## src/rtl/apple_ctrl_pkg.sv

```systemverilog
// Shared definitions for the apple sequencer and the apple position generator.
package apple_ctrl_pkg;

  typedef enum logic [1:0] {
    ST_IDLE,
    ST_GEN,
    ST_SCAN,
    ST_DONE
  } state_t;

  // Power-up apple position; the generator resets to the same point.
  localparam logic [6:0] APPLE_RST_X = 7'd75;
  localparam logic [5:0] APPLE_RST_Y = 6'd30;

  localparam logic [7:0] SCORE_MAX = 8'hFF;

  function automatic logic [7:0] sat_inc8(input logic [7:0] v);
    return (v == SCORE_MAX) ? v : v + 8'd1;
  endfunction

endpackage

```

## src/rtl/apple_ctrl.sv

```systemverilog
// Apple sequencer: detects eats, requests candidates, scans the body store to reject them.
// Clean regeneration takes len+3 cycles from apple_eaten to apple_valid; game_en low aborts to IDLE.
module apple_ctrl
  import apple_ctrl_pkg::*;
#(
  parameter int MAX_LEN   = 32,
  parameter int MAX_RETRY = 15
) (
  input  logic                       clk_25M,
  input  logic                       rst,
  input  logic                       game_en,
  input  logic [6:0]                 head_x,
  input  logic [5:0]                 head_y,
  input  logic [5:0]                 snake_len,
  input  logic [6:0]                 apple_x_pos,
  input  logic [5:0]                 apple_y_pos,
  output logic                       apple_gen,
  output logic [$clog2(MAX_LEN)-1:0] body_rd_addr,
  input  logic [6:0]                 body_x,
  input  logic [5:0]                 body_y,
  output logic                       apple_valid,
  output logic                       apple_eaten,
  output logic                       gen_timeout,
  output logic [7:0]                 score
);

  localparam int AW = $clog2(MAX_LEN);
  localparam int RW = $clog2(MAX_RETRY + 2);
  localparam logic [6:0]    LEN_CAP   = 7'(MAX_LEN);
  localparam logic [RW-1:0] RETRY_CAP = RW'(MAX_RETRY);

  state_t        state_q, state_d;
  logic [6:0]    len_q, len_d;
  logic [6:0]    cnt_q, cnt_d;
  logic [RW-1:0] retry_q, retry_d;
  logic          valid_q, valid_d;
  logic          eaten_q, eaten_d;
  logic          timeout_q, timeout_d;
  logic [7:0]    score_q, score_d;

  logic head_hit, body_hit, scan_last, eat, retry_left;

  assign head_hit   = (head_x == apple_x_pos) && (head_y == apple_y_pos);
  // cnt_q lags the issued address by one, so data is valid from cnt_q = 1 on.
  assign body_hit   = (cnt_q != 7'd0) && (body_x == apple_x_pos) && (body_y == apple_y_pos);
  assign scan_last  = (cnt_q == len_q);
  assign eat        = (state_q == ST_IDLE) && game_en && valid_q && head_hit;
  assign retry_left = (retry_q != RETRY_CAP);

  always_ff @(posedge clk_25M or negedge rst) begin
    if (!rst) state_q <= ST_IDLE;
    else      state_q <= state_d;
  end

  always_comb begin
    state_d = state_q;
    if (!game_en) begin
      state_d = ST_IDLE;
    end else begin
      case (state_q)
        ST_IDLE: begin
          if (valid_q && head_hit) state_d = ST_GEN;
          else if (!valid_q)       state_d = ST_SCAN;
        end
        ST_GEN:  state_d = ST_SCAN;
        ST_SCAN: begin
          if (body_hit)       state_d = retry_left ? ST_GEN : ST_DONE;
          else if (scan_last) state_d = ST_DONE;
        end
        ST_DONE: state_d = ST_IDLE;
        default: state_d = ST_IDLE;
      endcase
    end
  end

  always_comb begin
    apple_gen    = (state_q == ST_GEN);
    body_rd_addr = '0;
    if (state_q == ST_SCAN && cnt_q < len_q) body_rd_addr = cnt_q[AW-1:0];
  end

  always_comb begin
    cnt_d     = (state_q == ST_SCAN && state_d == ST_SCAN) ? cnt_q + 7'd1 : 7'd0;
    len_d     = len_q;
    retry_d   = retry_q;
    valid_d   = valid_q;
    eaten_d   = eat;
    score_d   = eat ? sat_inc8(score_q) : score_q;
    timeout_d = (state_q == ST_SCAN) && game_en && body_hit && !retry_left;
    if (state_q != ST_SCAN && state_d == ST_SCAN)
      len_d = ({1'b0, snake_len} > LEN_CAP) ? LEN_CAP : {1'b0, snake_len};
    if (eat || (state_q == ST_DONE && game_en))
      retry_d = '0;
    else if (state_q == ST_SCAN && game_en && body_hit && retry_left)
      retry_d = retry_q + 1'b1;
    if (eat)                                valid_d = 1'b0;
    else if (state_q == ST_DONE && game_en) valid_d = 1'b1;
  end

  always_ff @(posedge clk_25M or negedge rst) begin
    if (!rst) begin
      len_q     <= '0;
      cnt_q     <= '0;
      retry_q   <= '0;
      valid_q   <= 1'b0;
      eaten_q   <= 1'b0;
      timeout_q <= 1'b0;
      score_q   <= '0;
    end else begin
      len_q     <= len_d;
      cnt_q     <= cnt_d;
      retry_q   <= retry_d;
      valid_q   <= valid_d;
      eaten_q   <= eaten_d;
      timeout_q <= timeout_d;
      score_q   <= score_d;
    end
  end

  assign apple_valid = valid_q;
  assign apple_eaten = eaten_q;
  assign gen_timeout = timeout_q;
  assign score       = score_q;

endmodule
```

## config.mk

```make
export PLATFORM = sky130hd
export DESIGN_NAME = apple_ctrl
export DESIGN_NICKNAME = d
export VERILOG_FILES = /design/src/rtl/apple_ctrl_pkg.sv /design/src/rtl/apple_ctrl.sv
export SDC_FILE = /design/constraint.sdc
export NUM_CORES = 1
export LEC_CHECK = 0
export CAP_MARGIN = 20
export CORE_MARGIN = 2
export CORE_UTILIZATION = 40
export DETAILED_ROUTE_END_ITERATION = 10
export DONT_BUFFER_PORTS = 1
export PLACE_DENSITY = 0.56
export SETUP_SLACK_MARGIN = 0.4
export SYNTH_ARGS = -nofsm -noshare
export SYNTH_HDL_FRONTEND = slang
export SYNTH_SLANG_ARGS = --single-unit
```

## constraint.sdc

```tcl
create_clock -name clk_25M -period 1.9 [get_ports clk_25M]
set_input_delay 0.285 -clock clk_25M [delete_from_list [all_inputs] [get_ports clk_25M]]
set_output_delay 0.285 -clock clk_25M [all_outputs]
set_load 0.005 [all_outputs]
```

---- Word-level counts from Yosys, hierarchy flattened ----
Cells that the tools add are included.
word-level totals
  register bits after elaboration ......... 32
operators by class
  bitwise logic cells ..................... 1
  order comparisons ....................... 2
  multiplexer cells ....................... 14
  add/subtract/negate cells ............... 3
  equal/unequal tests ..................... 12
  reductions and logical operators ........ 22
operators with widths
  kind                   number
  $eq A7 B7 Y1           3
  $logic_and A1 B1 Y1    15
  $mux W5                3
  $eq A6 B6 Y1           2
  $mux W2                6
  $add A8 B1 Y8 const B  1
  $eq A8 B8 Y1 const B   1
  $pmux W2 S4            1
  $add A7 B1 Y7 const B  1
  $lt A7 B7 Y1           1
  $mux W7                1
  $reduce_bool A7 Y1     1
  $eq A2 B2 Y1 const B   3
  $gt A6 B6 Y1 const B   1
  $mux W6                1
  $add A5 B1 Y5 const B  1
  $ne A5 B4 Y1 const B   1
  $reduce_bool A2 Y1     2
  $eq A2 B1 Y1 const B   1
  $logic_not A2 Y1       1
  $mux W1                2
  $ne A2 B2 Y1 const B   1
  $reduce_and A2 Y1      1
  $logic_not A1 Y1       1
  2 further kinds        2

---- Depth between registers and ports, before layout ----
Gate-level depths: netlist of the first run.
  depth after elaboration ................. 9
  mapped depth ............................ 7
  gate-level depth less buffers ........... 7

---- Worst setup path before layout of the first run ----
Ideal clock, no wire load.
  path type ............................... register to register
  start point ............................. reg retry_q[0]
  end point ............................... reg retry_q[3]
  data arrival time ....................... 1790 ps
  cell stages (with the launch flop) ...... 8
  path slack .............................. 32 ps
  period minus slack after synthesis ...... 1868 ps
  library setup time ...................... 78 ps
  path through ............................ dfrtp_1 > ha_1 > and3_1 > ha_1 > inv_1 > nand4_1 > or4_1 > a21oi_1
on the way
  cells in the longest elaborated chain, start to end .. 3
  elaborated cells between the ends (all ways) .. 6
ends and longest elaborated chain
  item                                            RTL line                            text
  start, declared                                 apple_ctrl.sv:35                    logic [RW-1:0] retry_q, retry_d;
  start signal, assigned                          apple_ctrl.sv:112                   retry_q <= retry_d;
  $add A5 B1 Y5 or $ne A5 B4 Y1 (tied branches)   apple_ctrl.sv:95, apple_ctrl.sv:48
  $mux W5 or $logic_and A1 B1 Y1 (tied branches)  apple_ctrl.sv:94                    else if (state_q == ST_SCAN && game_en && body_hit && retry_left)
  $mux W5 or $reduce_bool A2 Y1 (tied branches)   n/a
Several ways; a longest one is shown, not always the timed one. The select of a mux whose other input is x is not followed.
A chain may end at the register's enable or synchronous reset.

---- Final worst setup path of the first run ----
  start point ............................. reg cnt_q[1]
  end point ............................... out body_rd_addr[3]
on the way
  cells in the longest elaborated chain, start to end .. 3
ends and longest elaborated chain
  item                    RTL line           text
  start, declared         apple_ctrl.sv:34   logic [6:0] cnt_q, cnt_d;
  start signal, assigned  apple_ctrl.sv:111  cnt_q <= cnt_d;
  $lt A7 B7 Y1            apple_ctrl.sv:79   if (state_q == ST_SCAN && cnt_q < len_q) body_rd_addr = cnt_q[AW-1:0];
  $logic_and A1 B1 Y1     apple_ctrl.sv:79
  $mux W5                 apple_ctrl.sv:79
  end, declared           apple_ctrl.sv:18   output logic [$clog2(MAX_LEN)-1:0] body_rd_addr,
No other way between the ends.

==> results of run 1 <==
[worst reg2reg max path, stage by stage, from the launching register on]
cell and delay, ns:
sky130_fd_sc_hd__dfrtp_1 0.42, sky130_fd_sc_hd__buf_6 0.14, sky130_fd_sc_hd__inv_4 0.05, sky130_fd_sc_hd__ha_4 0.11, sky130_fd_sc_hd__nor4b_4 0.19, sky130_fd_sc_hd__nand2_2 0.13, sky130_fd_sc_hd__nand4b_4 0.18, sky130_fd_sc_hd__o221ai_4 0.23
sky130_fd_sc_hd__nor4_4 0.35
[layout make-up]
class | instances | area, um2
inverters | 18 | 70.1
repair buffers | 41 | 375
flip-flops and latches | 31 | 777
fillers | 382 | 1810
multi-input cells | 156 | 1490
clock buffers | 6 | 82.6
well taps | 67 | 83.8
clock inverters | 2 | 35.0
[registers in the layout, summed over array words and instances, names as in the netlist]
register	flops
state_q	2
apple_valid	1
len_q	6
apple_eaten	1
score	8
retry_q	5
gen_timeout	1
cnt_q	7
[power by group through the flow]
stage / Clock (mW) / Combinational (mW) / Sequential, mW
finish: 0.686 / 0.736 / 0.790
CTS: 0.698 / 0.644 / 0.787
detailed placement: 0 / 0.520 / 0.795
global route: 0.731 / 0.809 / 0.797
floorplan: 0 / 0.388 / 0.794
global placement: 0 / 0.515 / 0.795
[through the flow]
step	hold slack [ns]	total power, mW	setup TNS, ns
3_5_place_dp	-0.00900	1.32	0
6_report	0.123	2.21	-0.0153
4_1_cts	0.122	2.13	-0.127
2_1_floorplan	-0.0106	1.18	0
5_1_grt	0.123	2.34	-0.778
3_3_place_gp	-0.00898	1.31	0
[per-layer routing]
layer / global-route usage / up-vias / part of all wire
li1: - / 806 / -
met4: 0.0727 / 0 / 0.013
met2: 0.321 / 43 / 0.52
met3: 0.0325 / 7 / 0.044
met1: 0.240 / 783 / 0.42
met5: 0 / - / 0
[cell usage after synthesis (2+ instances only)]
master / instances
sky130_fd_sc_hd__nand2_1: 17
sky130_fd_sc_hd__xor2_1: 32
sky130_fd_sc_hd__nor4b_1: 2
sky130_fd_sc_hd__mux2i_1: 2
sky130_fd_sc_hd__and3_1: 4
sky130_fd_sc_hd__nand4_1: 4
sky130_fd_sc_hd__a21oi_1: 4
sky130_fd_sc_hd__nand3_1: 10
sky130_fd_sc_hd__o21ai_0: 8
sky130_fd_sc_hd__or3_1: 2
sky130_fd_sc_hd__nor2_1: 18
sky130_fd_sc_hd__nor4_1: 10
sky130_fd_sc_hd__ha_1: 11
sky130_fd_sc_hd__nor2b_1: 2
sky130_fd_sc_hd__dfrtp_1: 31
sky130_fd_sc_hd__or4_1: 2
sky130_fd_sc_hd__o31ai_1: 3
sky130_fd_sc_hd__nor3_1: 3
sky130_fd_sc_hd__inv_1: 18
sky130_fd_sc_hd__nand3b_1: 6
sky130_fd_sc_hd__xnor2_1: 6
[repair_timing]
action | in CTS | in global routing
buffers inserted | 14 | 8
hold endpoints to repair | 31 | 0
setup endpoints to repair | 28 | 29
resized for setup | 47 | 31
pin swaps | 23 | 25
hold buffers | 2 | 0
[placed cells by master, fill, tap and decap left out, types with 2 or more instances in the layout]
cell	count
sky130_fd_sc_hd__nor2_4	5
sky130_fd_sc_hd__ha_4	3
sky130_fd_sc_hd__buf_4	26
sky130_fd_sc_hd__nand3b_1	6
sky130_fd_sc_hd__ha_2	2
sky130_fd_sc_hd__xor2_1	32
sky130_fd_sc_hd__dfrtp_1	30
sky130_fd_sc_hd__and3_4	2
sky130_fd_sc_hd__o21ai_0	6
sky130_fd_sc_hd__and3_1	2
sky130_fd_sc_hd__inv_1	15
sky130_fd_sc_hd__or4_4	2
sky130_fd_sc_hd__nand4_1	4
sky130_fd_sc_hd__nor4_4	6
sky130_fd_sc_hd__mux2i_1	2
sky130_fd_sc_hd__nand2_1	15
sky130_fd_sc_hd__nand2_2	2
sky130_fd_sc_hd__a21oi_2	2
sky130_fd_sc_hd__nor4_2	2
sky130_fd_sc_hd__ha_1	6
sky130_fd_sc_hd__nor3_4	2
sky130_fd_sc_hd__o21ai_2	2
sky130_fd_sc_hd__nand3_1	9
sky130_fd_sc_hd__clkbuf_8	6
sky130_fd_sc_hd__nor2_1	8
sky130_fd_sc_hd__buf_6	12
sky130_fd_sc_hd__nor2_2	5
sky130_fd_sc_hd__or3_4	2
sky130_fd_sc_hd__xnor2_1	5
sky130_fd_sc_hd__inv_2	2
sky130_fd_sc_hd__nor4_1	4
sky130_fd_sc_hd__nor4b_4	2
[final timing paths]
check                              start         endpoint  slack (ns)  cells after the start
worst min register to register  score[6]         score[6]        0.54                      1
worst max-delay path            cnt_q[1]  body_rd_addr[3]      -0.007                      6
min in group asynchronous            rst         score[4]        0.46                      2
worst min-delay path             game_en       state_q[1]        0.12                      2
max in group asynchronous            rst         cnt_q[5]        1.26                      2
worst max register to register  cnt_q[1]         cnt_q[2]           0                      8
[cell families (layout without fill, tap and decap cells)]
family | Yosys count | count (layout)
AO/OA/AOI/OAI | 19 | 19
XOR/XNOR | 38 | 38
adder cells (fa/ha/maj) | 11 | 11
buffers and inverters | 19 | 67
flip-flops | 31 | 31
multiplexers | 3 | 3
AND/OR/NAND/NOR | 85 | 85
==> Implementation_results.wiki, run 1 <==
{| class="wikitable"
! Metric !! Value
|-
| Wire length of the first global-routing pass || just under 8000 um
|-
| Synth Area in Compound Gates || 0.0613
|-
| Horiz. Die Dim || approximately 74 um
|-
| Top cell type's share of synthesized area || 0.396
|-
| Largest net degree at the start of global routing || 32
|-
| Final WS setup || -0.00731 ns
|-
| Post-route DRC || 0
|-
| Leftover overflow at the end of global routing || 0
|-
| Cts bufs inserted || 5
|-
| Root Buffer || sky130_fd_sc_hd__clkbuf_8
|-
| Worst slew margin || 0.675
|-
| Max Clock Freq || about 520 MHz
|-
| Total detailed-routing wirelength || roughly 5000 um
|-
| Sequential fraction of the synthesis area || 0.396
|-
| Share of the cycle needed by the critical path after routing || 1.00
|-
| Largest cells by area after synthesis || sky130_fd_sc_hd__dfrtp_1, sky130_fd_sc_hd__xor2_1, sky130_fd_sc_hd__ha_1
|-
| I/O pin total || between 60 and 70
|-
| Count of routing violations after the opening detailed-route iteration || 70
|-
| Relative contribution of sequential cells to total power || 0.357
|-
| Type of element launching the critical path || flop
|-
| Failing checks || negative setup slack
|-
| Cells after synthesis || between 200 and 250
|-
| Proportion of layout cells with a drive suffix above 1 || 0.406
|-
| Total count of hold-check failures in the final report || 0
|-
| Net switching power || slightly above 700 uW
|-
| Placed Instance Area || roughly 2200 um2
|-
| Initial core utilization || 0.415
|-
| Post-synth EDFFs || 0
|-
| Buffers plus inverters on the worst setup path || 0
|-
| Clock Skew || roughly 0.0070 ns
|-
| Count of nets after finishing || 312
|-
| Final setup violation count || 5
|-
| Clock tree from TritonCTS || done
|-
| Worst-case clock buffer depth || 2
|-
| Critical Setup Path Class || flop to output pin
|-
| Largest family of logic cells by synthesized area || simple AND/OR/NAND/NOR gates
|-
| Switching portion of total power || 0.319
|-
| Worst EP arrival || 1.62 ns
|-
| Number of vias per cell || slightly above 5
|-
| Cell class contributing the biggest share of worst-path delay || compound AO/OA/AOI/OAI gates
|-
| Design internal power || 1.51 mW
|-
| Unrepaired setup endpoints after global routing || true
|-
| Total number of vias || ~1.6k
|-
| Number of register bits inferred by synthesis || 31
|-
| H-tree Lvls || 2
|-
| IR drop worst, VDD || 0.517 mV
|-
| Data required time at the worst endpoint || 1.62 ns
|-
| Layout Cell Area excl Fill || 2910 um2
|-
| Die Footprint || 5470 um2
|-
| Number of iterations in the first detailed-routing pass || 4
|-
| Prevailing post-synth register cell || sky130_fd_sc_hd__dfrtp_1
|-
| Biggest fanout along the worst timing path || 5
|-
| Clock transition at the registers of the reported paths || approximately 0.070 ns
|-
| Multiplexer area fraction after synthesis || 0.0160
|-
| Share of synthesized flip-flops with an asynchronous set or reset || 1.00
|-
| Number of cell rows || 25
|-
| Logic gate share of total power || 0.333
|-
| Power Density || roughly 760 nW/um2
|-
| Fin cells || 321
|-
| Gpl congestion || approximately 0.78
|-
| Parity-gate share of the synthesized area counting xor and xnor cells || 0.170
|-
| Slowest stage cell on the critical path || sky130_fd_sc_hd__dfrtp_1
|-
| Clock network latency to the later pin of the worst-skew pair || just under 0.3 ns
|-
| Leakage power total || about 1.3 nW
|-
| Net Count, Synth || between 200 and 300
|-
| Clock network fraction of total power || 0.310
|-
| Outcome || finished, violations left
|-
| Number of max-capacitance violations reported || 0
|-
| Count of port buffers added during placement || 0
|-
| Critical path capture point type || output pin
|-
| CP max stage delay || 0.42 ns
|-
| Simple-gate portion of the synthesized area || 0.250
|-
| Fin crit period || approximately 1.9 ns
|-
| DR WL/cell || between 15 and 20 um
|-
| Post-Place Setup Slack || around 0.095 ns
|-
| Post-detail-place hpwl || between 3000 and 4000 um
|-
| Biggest area consumer among synthesized cells || sky130_fd_sc_hd__dfrtp_1
|-
| Via count of the first global-routing pass || between 1.5k and 2k
|-
| All-Layer GR Usage || 0.189
|-
| Antenna violations before repair || 0
|-
| Antenna diode instance count || 0
|-
| Placeable Area || between 4000 and 5000 um2
|-
| Post-route ant nets || 0
|-
| Final standard cell utilization of the core || 0.617
|-
| Critical path, cell by cell || ha_4 > nor2b_1 > o21a_1 > o21ai_2 > a21oi_4 > nor2_2
|-
| Fraction of the mapped netlist area in adder cells || 0.0703
|-
| Worst min path class || input port to flop
|-
| Die boundary height || around 74 um
|-
| Synth Area per Inst || ~9.5 um2
|-
| Number of slew-limit violations in the final report || 0
|-
| Worst slew pin tran || between 0.4 and 0.5 ns
|-
| Total number of clock tree sinks || 31
|-
| Post-synth design cell area || 1960 um2
|-
| Instance count after placement with tap cells included || between 200 and 300
|-
| Synth warn || 0
|-
| Area added between synthesis and finish || 48.8%
|-
| Synth unique cells || 32
|}
(Power assumes the default switching activity.)
==> inputs of run 2 (changes only) <==
--- a/config.mk
+++ b/config.mk
@@ -6,7 +6,6 @@
 export NUM_CORES = 1
 export LEC_CHECK = 0
 export CAP_MARGIN = 20
-export CORE_MARGIN = 2
 export CORE_UTILIZATION = 40
 export DETAILED_ROUTE_END_ITERATION = 10
 export DONT_BUFFER_PORTS = 1
==> run 2 against run 1 <==
Effect of this change:
- the run still ends with negative setup slack left
- die area shrank 5.3%
- clock skew shrank 0.0031 ns
- total power shrank 7.3%
- largest power group unchanged
==> Implementation_results.wiki, run 2 (synthesis results as in run 1) <==
{| class="wikitable"
! Metric !! Value
|-
| DR WL/cell || ~16 um
|-
| Data required time at the worst endpoint || approximately 1.6 ns
|-
| Horiz. Die Dim || 72.0 um
|-
| Unrepaired setup endpoints after global routing || true
|-
| Gpl congestion || about 0.77
|-
| Worst min path class || input port to flop
|-
| Die boundary height || 72.0 um
|-
| Via count of the first global-routing pass || 1636
|-
| Die Footprint || slightly above 5000 um2
|-
| Max Clock Freq || roughly 520 MHz
|-
| Placed Instance Area || 2220 um2
|-
| Flip-flop count of the largest register after layout || 8
|-
| I/O pin total || 65
|-
| Outcome || finished, violations left
|-
| Most common library cell in the layout ignoring fill and taps || sky130_fd_sc_hd__buf_4
|-
| Total number of vias || around 1.7k
|-
| Relative contribution of sequential cells to total power || 0.389
|-
| Antenna violations before repair || 0
|-
| Wire length of the first global-routing pass || between 7000 and 8000 um
|-
| Clock Skew || about 0.0039 ns
|-
| Multi-input logic area || ~1500 um2
|-
| Fin crit period || ~1.9 ns
|-
| Biggest fanout along the worst timing path || 5
|-
| Leakage power total || around 1.3 nW
|-
| FILL cells || 388
|-
| H-tree Lvls || 2
|-
| Worst-case clock buffer depth || 2
|-
| Met2 Use GR || 0.344
|-
| All-Layer GR Usage || 0.196
|-
| Number of cell rows || 25
|-
| Leftover overflow at the end of global routing || 0
|-
| Type of element launching the critical path || flop
|-
| Launching point of the worst reg2reg path || retry_q[1]
|-
| Share of the cycle needed by the critical path after routing || 1.01
|-
| Layout Cell Area excl Fill || between 2000 and 3000 um2
|-
| Total number of clock tree sinks || 31
|-
| Worst slew margin || 0.696
|-
| Worst slew pin tran || between 0.4 and 0.5 ns
|-
| Area added between synthesis and finish || 47.3%
|-
| Sequential Area || approximately 780 um2
|-
| CP max stage delay || between 0.3 and 0.4 ns
|-
| Number of slew-limit violations in the final report || 0
|-
| Final setup violation count || 1
|-
| Number of max-capacitance violations reported || 0
|-
| Critical path capture point type || output pin
|-
| Clock tree from TritonCTS || done
|-
| Design internal power || 1.36 mW
|-
| Largest net degree at the start of global routing || 32
|-
| Post-detail-place hpwl || ~3300 um
|-
| Logic gate share of total power || 0.353
|-
| Commonest cells after routing, fill and taps aside || sky130_fd_sc_hd__buf_4, sky130_fd_sc_hd__xor2_1, sky130_fd_sc_hd__dfrtp_1, sky130_fd_sc_hd__nand2_1, sky130_fd_sc_hd__inv_1
|-
| Clock transition at the registers of the reported paths || ~0.070 ns
|-
| Slowest stage cell on the critical path || sky130_fd_sc_hd__dfrtp_1
|-
| Root Buffer || sky130_fd_sc_hd__clkbuf_8
|-
| Met3 GRT Util || 0.0444
|-
| Initial core utilization || 0.415
|-
| Total detailed-routing wirelength || just over 5000 um
|-
| Cts bufs inserted || 5
|-
| Final WS setup || -0.0122 ns
|-
| Antenna diode instance count || 0
|-
| Startpoint of the lowest-slack hold path || game_en
|-
| Post-route ant nets || 0
|-
| Switching portion of total power || 0.336
|-
| Net switching power || just under 700 uW
|-
| Total count of hold-check failures in the final report || 0
|-
| Setup TNS after final layout || -0.0122 ns
|-
| IR drop worst, VDD || roughly 0.4 mV
|-
| Clock network fraction of total power || 0.258
|-
| Clock network latency to the later pin of the worst-skew pair || 0.28 ns
|-
| Proportion of layout cells with a drive suffix above 1 || 0.408
|-
| Critical Setup Path Class || flop to output pin
|-
| Failing checks || negative setup slack
|-
| Worst EP arrival || ~1.6 ns
|-
| Number of vias per cell || 5.15
|-
| Placeable Area || approximately 4700 um2
|-
| Count of port buffers added during placement || 0
|-
| Post-route DRC || 0
|-
| Critical path, cell by cell || inv_2 > ha_4 > nor2b_4 > o21a_1 > o21ai_2 > a21oi_4 > nor2_2
|-
| Crit path launch || len_q[1]
|-
| Count of routing violations after the opening detailed-route iteration || 42
|-
| Power Density || 711 nW/um2
|-
| Count of nets after finishing || 314
|-
| GR met1 Demand/Resource || 0.245
|-
| Number of iterations in the first detailed-routing pass || 4
|-
| Busiest grt layer || met2
|}
==> run 2: path summary, 6_finish.rpt <==
kind	to	slack, ns	depth (start not counted)
max	body_rd_addr[4]	-0.01	7
min in group asynchronous	gen_timeout	0.45	2
max reg2reg	retry_q[2]	0.02	8
min reg2reg	score[7]	0.53	1
max in group asynchronous	cnt_q[3]	1.26	2
min	state_q[1]	0.13	2
==> run 2: worst max-delay path, delay by kind of cell (launching register included) <==
kind,cells,cell delay [ns]
adder cells (fa/ha/maj),1,0.20
buffers and inverters,1,0.08
flip-flops,1,0.37
AO/OA/AOI/OAI,3,0.44
AND/OR/NAND/NOR,2,0.25
==> run 2: timing repair <==
| action | in CTS | in global routing |
|---|---|---|
| gates resized for setup | 47 | 25 |
| setup endpoints to repair | 28 | 29 |
| hold buffers | 2 | 0 |
| buffers inserted | 15 | 8 |
| endpoints found under the hold margin | 31 | 0 |
| pin swaps | 30 | 17 |
==> run 2: area by class of cell <==
| class | count | area share |
|---|---|---|
| flip-flops and latches | 31 | 0.270 |
| well taps | 67 | 0.0291 |
| clock inverters | 1 | 0.00173 |
| multi-input cells | 156 | 0.513 |
| repair buffers | 43 | 0.134 |
| inverters | 18 | 0.0234 |
| clock buffers | 6 | 0.0286 |
==> run 2: per-stage QoR <==
step | hold WS (ns) | power (mW) | util | worst slack, ns | std cells
after floorplan | -0.0106 | 1.18 | - | 0.141 | 206
after global placement | -0.00996 | 1.31 | 0.470 | 0.0694 | 290
after detailed placement | -0.0100 | 1.31 | 0.470 | 0.0285 | 290
after CTS | 0.124 | 1.96 | 0.570 | -0.0379 | 314
after global routing | 0.122 | 2.18 | 0.611 | -0.0917 | 322
final | 0.130 | 2.05 | 0.611 | -0.0122 | 322
==> run 2: power groups by stage <==
stage | registers [mW] | clock network, mW | logic (mW)
after global routing | 0.807 | 0.574 | 0.800
after floorplan | 0.794 | 0 | 0.388
after global placement | 0.799 | 0 | 0.509
after CTS | 0.795 | 0.543 | 0.618
final | 0.797 | 0.530 | 0.724
after detailed placement | 0.803 | 0 | 0.510
==> run 2: metal layers <==
layer / share of wire / wire (um) / up-vias
met5: 0 / 0 / -
met4: 0.0088 / 44 / 0
met3: 0.038 / 189 / 4
met2: 0.51 / 2570 / 42
met1: 0.44 / 2220 / 801
li1: - / - / 811
